<file path="src/rtl/hex_inv_selftest_ctrl.sv">
// Self-test sequencer that sweeps every code through a hex inverter and checks Y == ~A.
// Optional macro HEX_INV_SELFTEST_STOP_ON_FAIL_EN ends the sweep at the first mismatching code.
module hex_inv_selftest_ctrl #(
    parameter int WIDTH  = 6,
    parameter int SETTLE = 2,
    parameter int ERR_W  = 8
) (
    input  logic             CLK,
    input  logic             CLR_n,
    input  logic             START,
    input  logic             ABORT,
    output logic [WIDTH-1:0] DUT_A,
    input  logic [WIDTH-1:0] DUT_Y,
    output logic             BUSY,
    output logic             DONE,
    output logic             PASS,
    output logic [ERR_W-1:0] ERR_CNT,
    output logic             FAIL_VALID,
    output logic [WIDTH-1:0] FIRST_FAIL
);

    localparam int CNT_W = (SETTLE < 2) ? 1 : $clog2(SETTLE + 1);

    typedef enum logic [1:0] {
        ST_IDLE  = 2'd0,
        ST_WAIT  = 2'd1,
        ST_CHECK = 2'd2,
        ST_DONE  = 2'd3
    } state_t;

    state_t             state_q, state_d;
    logic [WIDTH-1:0]   dut_a_q, dut_a_d;
    logic [CNT_W-1:0]   cnt_q, cnt_d;
    logic [ERR_W-1:0]   err_q, err_d;
    logic               fv_q, fv_d;
    logic [WIDTH-1:0]   ff_q, ff_d;
    logic               mismatch_s;
    logic               last_code_s;

    assign mismatch_s  = (DUT_Y != ~dut_a_q);
    assign last_code_s = &dut_a_q;

    // State and result registers; CLR_n discards any partial sweep immediately.
    always_ff @(posedge CLK or negedge CLR_n) begin
        if (!CLR_n) begin
            state_q <= ST_IDLE;
            dut_a_q <= {WIDTH{1'b0}};
            cnt_q   <= {CNT_W{1'b0}};
            err_q   <= {ERR_W{1'b0}};
            fv_q    <= 1'b0;
            ff_q    <= {WIDTH{1'b0}};
        end else begin
            state_q <= state_d;
            dut_a_q <= dut_a_d;
            cnt_q   <= cnt_d;
            err_q   <= err_d;
            fv_q    <= fv_d;
            ff_q    <= ff_d;
        end
    end

    // Next-state logic; ABORT overrides everything, including a simultaneous START.
    always_comb begin
        state_d = state_q;
        dut_a_d = dut_a_q;
        cnt_d   = cnt_q;
        err_d   = err_q;
        fv_d    = fv_q;
        ff_d    = ff_q;
        if (ABORT) begin
            state_d = ST_IDLE;
            dut_a_d = {WIDTH{1'b0}};
        end else begin
            case (state_q)
                ST_IDLE, ST_DONE: begin
                    if (START) begin
                        dut_a_d = {WIDTH{1'b0}};
                        err_d   = {ERR_W{1'b0}};
                        fv_d    = 1'b0;
                        ff_d    = {WIDTH{1'b0}};
                        cnt_d   = CNT_W'(SETTLE);
                        state_d = ST_WAIT;
                    end else begin
                        state_d = state_q;
                    end
                end
                ST_WAIT: begin
                    if (cnt_q <= CNT_W'(1)) begin
                        state_d = ST_CHECK;
                    end else begin
                        cnt_d = cnt_q - CNT_W'(1);
                    end
                end
                ST_CHECK: begin
                    if (mismatch_s) begin
                        if (err_q != {ERR_W{1'b1}}) begin
                            err_d = err_q + ERR_W'(1);
                        end else begin
                            err_d = err_q;
                        end
                        if (!fv_q) begin
                            ff_d = dut_a_q;
                            fv_d = 1'b1;
                        end else begin
                            ff_d = ff_q;
                        end
                    end else begin
                        err_d = err_q;
                    end
`ifdef HEX_INV_SELFTEST_STOP_ON_FAIL_EN
                    if (mismatch_s || last_code_s) begin
`else
                    if (last_code_s) begin
`endif
                        state_d = ST_DONE;
                    end else begin
                        dut_a_d = dut_a_q + WIDTH'(1);
                        cnt_d   = CNT_W'(SETTLE);
                        state_d = ST_WAIT;
                    end
                end
                default: begin
                    state_d = ST_IDLE;
                end
            endcase
        end
    end

    assign DUT_A      = dut_a_q;
    assign BUSY       = (state_q == ST_WAIT) || (state_q == ST_CHECK);
    assign DONE       = (state_q == ST_DONE);
    assign PASS       = (state_q == ST_DONE) && (err_q == {ERR_W{1'b0}});
    assign ERR_CNT    = err_q;
    assign FAIL_VALID = fv_q;
    assign FIRST_FAIL = ff_q;

endmodule

</file>
<file path="config.mk">
export PLATFORM = sky130hd
export DESIGN_NAME = hex_inv_selftest_ctrl
export DESIGN_NICKNAME = d
export VERILOG_FILES = /design/src/rtl/hex_inv_selftest_ctrl.sv
export SDC_FILE = /design/constraint.sdc
export NUM_CORES = 1
export LEC_CHECK = 0
export ABC_AREA = 0
export BUFFER_PORTS_ARGS = -buffer_cell sky130_fd_sc_hd__buf_2
export CAP_MARGIN = 40
export CORE_MARGIN = 2
export CORE_UTILIZATION = 40
export CTS_BUF_LIST = sky130_fd_sc_hd__clkbuf_16
export CTS_CLUSTER_DIAMETER = 30
export DETAILED_ROUTE_END_ITERATION = 8
export PLACE_DENSITY_LB_ADDON = 0.15
export SYNTH_ARGS = -nofsm -noshare
export SYNTH_HDL_FRONTEND = slang
export SYNTH_SLANG_ARGS = --single-unit
</file>
<file path="constraint.sdc">
create_clock -name CLK -period 4.9 [get_ports CLK]
set_clock_uncertainty 0.2 [all_clocks]
set_input_delay 0.49 -clock CLK [delete_from_list [all_inputs] [get_ports CLK]]
set_output_delay 0.49 -clock CLK [all_outputs]
set_load 0.005 [all_outputs]
</file>
* Word-level counts from Yosys, hierarchy flattened
Cells that the tools add are included.
** Cells by class
- Equal/unequal tests :: 14
- Add/sub/neg operators :: 3
- $mul :: 0
- Muxes and demuxes :: 23
- Shift-type cells :: 0
- Reduce and logical (&&, ||, !) cells :: 14
- Order comparisons :: 1
- Div/mod/pow operators :: 0
- Bitwise operators :: 2
** Operator list (count)
- $mux W6 :: 5
- $mux W8 :: 3
- $pmux W6 S2 :: 2
- $pmux W8 S2 :: 1
- $mux W2 :: 7
- $ne A2 B2 Y1 const B :: 6
- $pmux W2 S3 :: 2
- $reduce_and A5 Y1 :: 2
- $ne A3 B3 Y1 const B :: 3
- $add A8 B1 Y8 const B :: 1
- $logic_not A8 Y1 :: 1
- $ne A8 B8 Y1 const B :: 1
- $reduce_and A4 Y1 :: 2
- $add A6 B1 Y6 const B :: 1
- $ne A6 B6 Y1 :: 1
- $not A6 Y6 :: 1
- $reduce_and A6 Y1 :: 1
- $eq A2 B2 Y1 const B :: 2
- $reduce_and A3 Y1 :: 1
- $reduce_bool A3 Y1 :: 1
- $eq A2 B1 Y1 const B :: 1
- $le A2 B1 Y1 const B :: 1
- $logic_not A2 Y1 :: 1
- $mux W1 :: 2
- 8 further kinds :: 8
** Word-level totals
- Bits in latches :: 0
- Register bits after elaboration :: 25
- Memories :: 0
- Bits in writable memories :: 0
- ROM bits :: 0
- Bits of input ports :: 10

* Depth between registers and ports, before layout
- Word-level depth :: 4
- Mapped depth :: 8
- Mapped depth without buffers :: 7

* Worst setup path before layout
No wires, ideal clock.
- Kind :: register to register
- From :: reg state_q[0]
- To :: reg ff_q[0] (netlist: FIRST_FAIL[0])
- Buffers on the path :: 2
- Data arrival time :: 1768 ps
- Stages on the path, launching flop included :: 9
- Data required time :: 4620 ps
- Library setup time :: 80 ps
- Path slack :: 2851 ps
- Path through :: dfrtp_1 inv_1 ha_1 mux2i_1 or2_0 clkbuf_2 or2_1 buf_6 o211ai_2
** On the way
- Cells in the longest elaborated chain, start to end :: 4
- Elaborated cells between the ends (all ways) :: 10
- Classes of those cells :: eq/ne (5); mux (1); reduce/logical (4)
** RTL lines
- start, declared :: line 31 : state_t state_q, state_d;
- start signal, assigned :: line 53 : state_q <= state_d;
- $eq A2 B2 Y1 / $logic_not A2 Y1 (equally long branches) :: line 74 : case (state_q)
- $reduce_or A2 Y1 :: line 74
- $ne A2 B2 Y1 (no source line) / $reduce_bool A2 Y1 (equally long branches)
- $reduce_and A5 Y1 (no source line)
- end signal, assigned :: line 51 : ff_q <= {WIDTH{1'b0}};
- end, declared :: line 36 : logic [WIDTH-1:0] ff_q, ff_d;
Parallel ways exist; a longest one is shown, timed or not.
A chain may end at the register's enable or synchronous reset.

* Final worst setup path
- From :: reg state_q[0]
- To :: reg ff_q[3] (netlist: FIRST_FAIL[3])
Same word-level chain as after synthesis.

==> key figures <==
Power and ir drop
  – PD cells: 286 nW/um2
  – Lkg Pwr: 0.902 nW
  – Peak supply drop: 0.154 mV

Drt
  – WL/cell: 15.1 um
  – Pre-antenna DRT Iters: 4
  – Via/cell ratio: 5.58
  – Routed Antenna Nets: 0
  – Routed wire length: 3.71 mm
  – Vias: 1368
  – Iteration-0 DRC Markers: 95
  – DR DRC count: 0

STA
  – Final setup viols: 0
  – Pins Over Slew Limit: 0
  – Worst Max-Slew Pin Slew: 0.777 ns
  – Worst hold slack: 0.0310 ns
  – Setup slack after layout: 2.01 ns
  – RSZ-0062 raised after global routing: false
  – Minimum clock period: 2.89 ns
  – F_max: 346 MHz
  – Slew margin rel.: 48.2%
  – Final Hold Viols: 0
  – Final period utilization: 59.0%
  – Setup TNS: 0 ns

Status
  – Status: completed

Worst setup path
  – Delay-heaviest family, CP: simple AND/OR/NAND/NOR gates
  – Worst Path Class, Setup: register to register
  – Slowest Stage Delay on Critical Path: 0.66 ns
  – Crit path buffers/inverters: 1
  – Crit. End Element: register
  – CP required: 4.88 ns
  – Worst R2R Setup Slack: 2.01 ns
  – Slowest CP cell: ha_1
  – Crit-path max FO: 23
  – Setup crit start kind: register
  – Critical-path cell list: inv_1, ha_1, mux2i_1, or2_0, or2_1, o211ai_2
  – Worst EP arrival: 2.87 ns

Yosys
  – Synthesized Nets: 184
  – Post-synth EDFFs: 0
  – Share of Yosys cell area claimed by the top area cell type: 40.1%
  – Mapped Avg Cell Area: 9.41 um2
  – Asr flop ratio synth: 100%
  – Combinational family with the most area after synthesis: compound AO/OA/AOI/OAI gates
  – Yosys Warn Count: 0
  – Top post-synthesis cells by area: dfrtp_1 (40%), ha_1 (6.4%), xor2_1 (5.6%)
  – Largest area contributor in the netlist: dfrtp_1
  – Netlist Area Pre-Place: 1560 um2
  – Post-synthesis adder-cell area fraction: 6.41%
  – Sequential share of the synthesized area: 40.1%
  – Gate Count Post-Synth: 166
  – Synth cell count leaders: dfrtp_1 (25), nand2_1 (20), nand3_1 (11), nor2_1 (11), xor2_1 (10)
  – Seq cells post-synth: 25
  – Top-count cell post-synth: dfrtp_1
  – Post-synthesis mux area share: 2.00%
  – Distinct cell type count after synthesis: 46
  – Complex-gate fraction of the synthesized area: 21.2%
  – Post-Synth Simple-Gate Area: 20.7%
  – Post-synth top flop: dfrtp_1
  – Post-Synth XOR/XNOR Area: 5.61%

CTS
  – Clock Sinks: 25
  – Resize count post-CTS: 0
  – Clk_lat worst skew: 0.26 ns
  – CTS Root Cell: clkbuf_16
  – CTS tree: built
  – CTS H-tree depth: 1
  – Max Root-Sink Buffers: 2
  – Post-CTS Setup Bufs: 0
  – TritonCTS Buffers: 3
  – Hold-fix buffers, CTS: 0
  – CTS clock-pin slew for the worst setup and hold paths: 0.07 ns

Placement
  – Post-DP HPWL: 2.70 mm
  – Pre-CTS setup slack: 2.02 ns
  – Port buffer count: 33
  – Placer Congestion: 0.832
  – Placed insts: 241

GRT
  – Top Usage Layer GRT: met2
  – Overall Global Routing Usage: 18.2%
  – Met2 usage: 31.0%
  – Initial antenna violation count: 0
  – Grt met1 use: 24.3%
  – First-pass GRT wire length: 6.24 mm
  – Number of global-route vias before repair: 1344
  – Total gr overflow: 0
  – GR Util met3: 2.87%
  – Largest net degree at the start of global routing: 26

Finish
  – Layout area overhead: 17.4%
  – Final cell count without fillers: 245
  – Nets: 216
  – Share of layout cells above drive strength 1: 25.9%
  – ANT cells: 0

Floorplanning
  – Die area: 4420 um2
  – Starting Density: 42.0%
  – Core Region: 3720 um2
  – I/O pin count: 34
  – Cell row count: 22
  – Die Ht: 66.5 um
  – Die width: 66.5 um

Job
  – Maxcap violations: 0

Worst hold path
  – Hold Crit Class: input port to asynchronous set/reset pin
==> worst register-to-register path, stage by stage, from the launching register on <==
cell and delay (ns):
dfrtp_1 0.42, inv_1 0.07, ha_1 0.66, mux2i_1 0.28, or2_0 0.52, or2_1 0.46, o211ai_2 0.20
==> metrics by stage <==
stage / utilization, % / total power [mW] / instance area (um2)
2_1_floorplan: - / 0.317 / 1560
3_3_place_gp: 47.2 / 0.344 / 1750
3_5_place_dp: 47.2 / 0.350 / 1750
4_1_cts: 49.3 / 0.533 / 1830
5_1_grt: 49.3 / 0.557 / 1830
6_report: 49.3 / 0.525 / 1830
==> layout by cell type, fill, tap and decap left out, drive strengths merged, types with 7 or more instances in the layout <==
cell	instances
nor2	12
inv	9
ha	8
a21oi	7
xor2	10
buf	33
o21ai	9
nand2	20
nand3	11
dfrtp	25
o211ai	7
==> cell families after synthesis <==
kind of cell	after synthesis
buffers and inverters	14
flip-flops	25
XOR/XNOR	10
AND/OR/NAND/NOR	65
adder cells (fa/ha/maj)	8
AO/OA/AOI/OAI	41
multiplexers	3
==> layout make-up <==
| class | instances | area [um2] |
|---|---|---|
| well taps | 48 | 60.1 |
| multi-input cells | 127 | 873 |
| flip-flops and latches | 25 | 626 |
| inverters | 8 | 30.0 |
| fillers | 395 | 1880 |
| clock buffers | 3 | 75.1 |
| clock inverters | 1 | 3.75 |
| repair buffers | 33 | 165 |
==> path summary, 6_finish.rpt <==
| kind | startpoint | to | depth (start not counted) |
|---|---|---|---|
| worst min-delay path | CLR_n | ERR_CNT[5]$_DFFE_PN0P_ | 1 |
| worst min register to register | FIRST_FAIL[0]$_DFFE_PN0P_ | FIRST_FAIL[0]$_DFFE_PN0P_ | 2 |
| worst max register to register | state_q[0]$_DFFE_PN0P_ | FIRST_FAIL[3]$_DFFE_PN0P_ | 6 |
| worst max-delay path | state_q[0]$_DFFE_PN0P_ | FIRST_FAIL[3]$_DFFE_PN0P_ | 6 |
| min in group CLK | FIRST_FAIL[0]$_DFFE_PN0P_ | FIRST_FAIL[0]$_DFFE_PN0P_ | 2 |
| max in group asynchronous | CLR_n | DUT_A[0]$_DFFE_PN0P_ | 1 |
==> sequential cells by signal, summed over array words and instances (netlist names) <==
signal and cells:
DUT_A 6, FIRST_FAIL 6, FAIL_VALID 1, state_q 2, ERR_CNT 8, cnt_q 2
==> routing by layer <==
metal  wire (um)  vias to the layer above  share of wire, %
li1            -                      665                 -
met1        1700                      661                46
met2        1820                       40                49
met3         165                        2               4.4
met4          17                        0              0.46
met5           0                        -                 0
==> report_power, final <==
part	switching [mW]	internal (mW)
Combinational	0.0664	0.0441
Sequential	0.0145	0.220
Clock	0.0705	0.109
Total	0.151	0.374
Power figures use the tool's default switching activity.
